## src/rtl/aes_gcm_input_scheduler.sv

```systemverilog
// ============================================================================
// Module   : aes_gcm_input_scheduler
// Purpose  : Turns one GCM instance (IV, lengths, block stream) into ordered
//            stage-1 beats: AAD blocks, PT blocks, then one length beat.
// Revision : 1.0
// ============================================================================
`default_nettype none

module aes_gcm_input_scheduler #(
  parameter logic [1:0] PHASE_AAD  = 2'd0,
  parameter logic [1:0] PHASE_PT   = 2'd1,
  parameter logic [1:0] PHASE_LEN  = 2'd2,
  parameter logic [1:0] PHASE_IDLE = 2'd3
) (
  input  logic         clk,
  input  logic         rst,
  input  logic         i_start,
  input  logic [95:0]  i_iv,
  input  logic [63:0]  i_aad_bits,
  input  logic [63:0]  i_pt_bits,
  output logic         o_start_ready,
  input  logic         i_blk_valid,
  input  logic [127:0] i_blk_data,
  output logic         o_blk_ready,
  output logic         o_valid,
  output logic [1:0]   o_phase,
  output logic [127:0] o_aad,
  output logic [127:0] o_plain_text,
  output logic [127:0] o_j0,
  output logic [127:0] o_cb,
  output logic [127:0] o_instance_size,
  output logic         o_new_instance,
  output logic         o_busy
);

  typedef enum logic [1:0] {
    S_IDLE = 2'd0,
    S_AAD  = 2'd1,
    S_PT   = 2'd2,
    S_LEN  = 2'd3
  } state_t;

  state_t         state_q;
  logic [57:0]    na_q;
  logic [57:0]    np_q;
  logic [127:0]   cb_q;
  logic [127:0]   j0_q;
  logic [127:0]   size_q;
  logic           first_q;
  logic           valid_q;
  logic [1:0]     phase_q;
  logic [127:0]   aad_q;
  logic [127:0]   pt_q;
  logic [127:0]   cb_out_q;
  logic           new_q;

  // Ceiling divide by 128 without a 65-bit intermediate.
  logic [57:0]    w_na;
  logic [57:0]    w_np;
  logic [127:0]   w_j0;
  logic [127:0]   w_cb_d;

  assign w_na   = {1'b0, i_aad_bits[63:7]} + {57'd0, |i_aad_bits[6:0]};
  assign w_np   = {1'b0, i_pt_bits[63:7]}  + {57'd0, |i_pt_bits[6:0]};
  assign w_j0   = {i_iv, 31'd0, 1'b1};
  assign w_cb_d = {cb_q[127:32], cb_q[31:0] + 32'd1};

  always_ff @(posedge clk) begin
    if (rst) begin
      state_q  <= S_IDLE;
      na_q     <= '0;
      np_q     <= '0;
      cb_q     <= '0;
      j0_q     <= '0;
      size_q   <= '0;
      first_q  <= 1'b0;
      valid_q  <= 1'b0;
      phase_q  <= PHASE_IDLE;
      aad_q    <= '0;
      pt_q     <= '0;
      cb_out_q <= '0;
      new_q    <= 1'b0;
    end else begin
      valid_q  <= 1'b0;
      phase_q  <= PHASE_IDLE;
      aad_q    <= '0;
      pt_q     <= '0;
      cb_out_q <= '0;
      new_q    <= 1'b0;
      case (state_q)
        S_IDLE: begin
          if (i_start) begin
            j0_q    <= w_j0;
            cb_q    <= w_j0;
            size_q  <= {i_aad_bits, i_pt_bits};
            na_q    <= w_na;
            np_q    <= w_np;
            first_q <= 1'b1;
            if (w_na != 58'd0)      state_q <= S_AAD;
            else if (w_np != 58'd0) state_q <= S_PT;
            else                    state_q <= S_LEN;
          end
        end
        S_AAD: begin
          if (i_blk_valid) begin
            valid_q <= 1'b1;
            phase_q <= PHASE_AAD;
            aad_q   <= i_blk_data;
            new_q   <= first_q;
            first_q <= 1'b0;
            na_q    <= na_q - 58'd1;
            if (na_q == 58'd1) state_q <= (np_q != 58'd0) ? S_PT : S_LEN;
          end
        end
        S_PT: begin
          if (i_blk_valid) begin
            valid_q  <= 1'b1;
            phase_q  <= PHASE_PT;
            pt_q     <= i_blk_data;
            cb_out_q <= w_cb_d;
            cb_q     <= w_cb_d;
            new_q    <= first_q;
            first_q  <= 1'b0;
            np_q     <= np_q - 58'd1;
            if (np_q == 58'd1) state_q <= S_LEN;
          end
        end
        default: begin
          valid_q <= 1'b1;
          phase_q <= PHASE_LEN;
          new_q   <= first_q;
          first_q <= 1'b0;
          state_q <= S_IDLE;
        end
      endcase
    end
  end

  assign o_start_ready   = (state_q == S_IDLE);
  assign o_busy          = (state_q != S_IDLE);
  assign o_blk_ready     = (state_q == S_AAD) || (state_q == S_PT);
  assign o_valid         = valid_q;
  assign o_phase         = phase_q;
  assign o_aad           = aad_q;
  assign o_plain_text    = pt_q;
  assign o_j0            = j0_q;
  assign o_cb            = cb_out_q;
  assign o_instance_size = size_q;
  assign o_new_instance  = new_q;

endmodule

`default_nettype wire

```

## config.mk

```make
export PLATFORM = sky130hd
export DESIGN_NAME = aes_gcm_input_scheduler
export DESIGN_NICKNAME = d
export VERILOG_FILES = /design/src/rtl/aes_gcm_input_scheduler.sv
export SDC_FILE = /design/constraint.sdc
export NUM_CORES = 2
export LEC_CHECK = 0
export BUFFER_PORTS_ARGS = -buffer_cell sky130_fd_sc_hd__buf_2
export CAP_MARGIN = 20
export CORE_AREA = 2 2 386 388
export CTS_CLUSTER_DIAMETER = 50
export CTS_CLUSTER_SIZE = 30
export DETAILED_ROUTE_END_ITERATION = 12
export DIE_AREA = 0 0 388 390
export PLACE_DENSITY_LB_ADDON = 0.15
export SLEW_MARGIN = 10
export SYNTH_ARGS = -nofsm -noshare
export SYNTH_HDL_FRONTEND = slang
export SYNTH_SLANG_ARGS = --single-unit
```

## constraint.sdc

```tcl
create_clock -name clk -period 3.6 [get_ports clk]
set_input_delay 0.54 -clock clk [delete_from_list [all_inputs] [get_ports clk]]
set_output_delay 0.54 -clock clk [all_outputs]
set_load 0.01 [all_outputs]
```

==> impl_metrics.tcl <==
set metrics [dict create \
    status "finished, final reports clean" \
    switching_share_pct 34.9 \
    synthToLayoutAreaGrowth_pct 42.4 \
    min_period_ns 3.39 \
    yosysSeqAreaShare_pct 50.1 \
    io_pins 1003 \
    drive_above_1_share_pct 26.6 \
    numCtsBuffers 133 \
    leakage_nw 21.1 \
    gr-usage-all-layers_pct 19.1 \
    pwr-share-comb_pct 26.5 \
    peakVddDrop_v 0.000434 \
    synth_area_leaders "dfxtp_1 50%, nand2_1 9.5%, and2_1 6.8%" \
    cts_root_buffer "clkbuf_16" \
    seqCellArea_um2 17200 \
    end_kind "flop" \
    cts_tree "yes" \
    worstSetupPathType "in -> reg" \
    dieArea_um2 151000 \
    ys_types 67 \
    grt_max_degree 159 \
    startpoint_type "primary input" \
    synth_cells 4170 \
    gp_congestion 0.841 \
    dr.pass1.iters 6 \
    wl_per_cell_um 20.4 \
    maxCapViolations 0 \
    fmax_ghz 0.295 \
    skew_ns 0.0467 \
    grt_pass1_wl_mm 218 \
    core_region_area_um2 147000 \
    clock_power_share_pct 39.6 \
    setup_viol 0 \
    numPortBuffers 971 \
    clock_latency_ns 0.75 \
    yosys-top-cells-count "873 x nand2_1, 860 x dfxtp_1, 441 x a21oi_1" \
    slew_viol_final 0 \
    fin_setup_tns_ns 0 \
    hold_viol 0 \
    p_sw_w 0.0122 \
    clk_path_buf_depth 3 \
    drt-initial-drc-count 1820 \
    vias_per_cell 4.51 \
    routed_wl_mm 151 \
    overflow 0 \
    htree_levels 4 \
    multiInputGateArea_um2 15900 \
    fp.dieW_um 388 \
    synth_top_cell_area_share_pct 50.1 \
    route.detailed.drc 0 \
    via_count 33500 \
    p_seq_share_pct 33.9 \
    cp.arrival_ns 4.01 \
    p_per_area_nw_per_um2 712 \
    nets 5745 \
    synth_edf_count 0 \
    synthArstFlopShare_pct 0 \
    ys_warn_count 0 \
    start_util_pct 23.4 \
    p_total_w 0.0348 \
    rows 141 \
    yosys_register_bits 860 \
    grt_pass1_vias 31800 \
    hp-class "in -> reg" \
    clk_pin_slew_worst_paths_ns 0.06 \
    yosys_most_used_dff "dfxtp_1" \
    die_y_um 390 \
    dp_hpwl_mm 111 \
    worst_pin_slew_ns 0.940 \
    finalCritPeriodShare_pct 94.0 \
    clkSinkCount 860 \
    synth_area_per_cell_um2 8.24 \
    path_max_fanout 3 \
    netlist_area_um2 34400 \
    rsz0062_at_grt "false" \
    yosys.cell_count.top_type "nand2_1" \
    cp.required_ns 4.23 \
    n_fill_cell 15700 \
    internal_power_w 0.0227 \
    antenna_found_initial 36 \
    ant_nets 0 \
    maxSlewHeadroom_pct 37.4 \
    synth_area_leader_cell "dfxtp_1" \
]
-- stage by stage --
stage	util (%)	setup WS (ns)	cell area, um^2	hold WS (ns)	std cells
global placement	28.8	-0.571	42300	0.432	6995
finish	33.3	0.214	48900	0.0473	7422
global route	33.2	0.0409	48900	0.00692	7414
CTS	33.2	0.0669	48900	0.000729	7411
floorplan	-	0.155	34500	0.430	4200
detailed placement	28.8	-0.485	42300	0.436	6995
-- final cells by class --
type	instances	share of cell area [%]
diodes	10	0.0511
clock buffers	152	7.24
clock inverters	89	2.56
inverters	40	0.307
multi-input cells	2977	32.5
flip-flops and latches	860	35.2
well taps	1930	4.94
repair buffers	1364	17.2
-- sequential cells by signal, indices dropped and copies added (netlist names) --
signal,cells
state_q,2
o_plain_text,128
o_aad,128
cb_q,128
np_q,58
first_q,1
na_q,58
o_instance_size,128
o_cb,128
o_j0,97
o_phase,2
o_valid,1
o_new_instance,1
-- cell families after synthesis --
logic type,share of synthesized area (%)
AO/OA/AOI/OAI,13.2
flip-flops,50.1
AND/OR/NAND/NOR,27.6
other,0.0109
buffers and inverters,4.34
multiplexers,0.146
adder cells (fa/ha/maj),0.473
XOR/XNOR,4.15
-- timing repair --
item                       in CTS  in global routing
setup endpoints to repair       0                  1
hold endpoints to repair      323                  0
hold buffers                  175                  0
buffers inserted                0                  1
resized for setup               0                  5
-- final timing paths --
path / startpoint / to / slack, ns / depth (start not counted)
hold reg to reg: cb_q[51]$_SDFFE_PP0P_ / o_cb[51]$_SDFF_PP0_ / 0.40 / 1
setup / recovery: i_pt_bits[4] / state_q[0]$_SDFFE_PP0P_ / 0.21 / 17
hold / removal: i_blk_data[88] / o_aad[88]$_SDFF_PP0_ / 0.05 / 2
setup reg to reg: np_q[1]$_SDFFE_PP0P_ / np_q[53]$_SDFFE_PP0P_ / 0.35 / 9
-- power groups by stage --
| stage | Combinational [W] | Sequential, W | Clock (W) |
|---|---|---|---|
| after global routing | 0.0103 | 0.0120 | 0.0146 |
| after CTS | 0.00941 | 0.0118 | 0.0142 |
| after floorplan | 0.00528 | 0.0122 | 0 |
| after detailed placement | 0.00919 | 0.0120 | 0 |
| after global placement | 0.00916 | 0.0120 | 0 |
| final | 0.00924 | 0.0118 | 0.0138 |
-- critical path, cell delays in order --
cell and delay, ns:
dlygate4sd3_1 0.53, buf_2 0.13, nor4_1 0.24, nand2_1 0.12, ha_1 0.24, ha_1 0.22
nand3_2 0.14, nor4_4 0.06, buf_4 0.17, and4_1 0.19, and4_1 0.21, xor2_1 0.15
or4_1 0.53, nor4_1 0.17, nand4_1 0.13, buf_4 0.18, o211ai_1 0.07
-- cells in the final DEF, fill, tap and decap left out, types with 10 or more instances in the layout --
| cell | n |
|---|---|
| nand4_1 | 58 |
| a21oi_1 | 440 |
| nand3_1 | 87 |
| xor2_1 | 59 |
| nand2_1 | 871 |
| o211ai_1 | 13 |
| conb_1 | 31 |
| dlygate4sd3_1 | 175 |
| o22ai_1 | 42 |
| o32ai_1 | 15 |
| clkinv_2 | 16 |
| clkinv_8 | 14 |
| bufinv_16 | 18 |
| clkbuf_16 | 135 |
| or2_2 | 10 |
| ha_1 | 11 |
| and4_1 | 19 |
| xnor2_1 | 104 |
| dfxtp_1 | 860 |
| diode_2 | 10 |
| a31oi_1 | 24 |
| or4_1 | 26 |
| nor3_1 | 97 |
| inv_6 | 15 |
| buf_12 | 14 |
| o21ai_0 | 117 |
| nor4_1 | 59 |
| nor2_1 | 235 |
| buf_4 | 203 |
| and2_1 | 370 |
| inv_1 | 39 |
| buf_2 | 970 |
| and3_1 | 37 |
| clkbuf_8 | 10 |
| nand2b_1 | 32 |
| a22oi_1 | 53 |
| a211oi_1 | 37 |
| clkinvlp_4 | 12 |
| or3_1 | 37 |
-- layer usage --
| metal | GRT usage (%) | share of wire, % | vias to the layer above |
|---|---|---|---|
| met5 | 0 | 0.085 | - |
| met4 | 8.85 | 4.6 | 20 |
| met2 | 32.4 | 48 | 1005 |
| met1 | 22.6 | 41 | 15700 |
| li1 | - | - | 16500 |
| met3 | 4.96 | 5.9 | 260 |
Note: power is estimated with default switching activity, not from simulation.
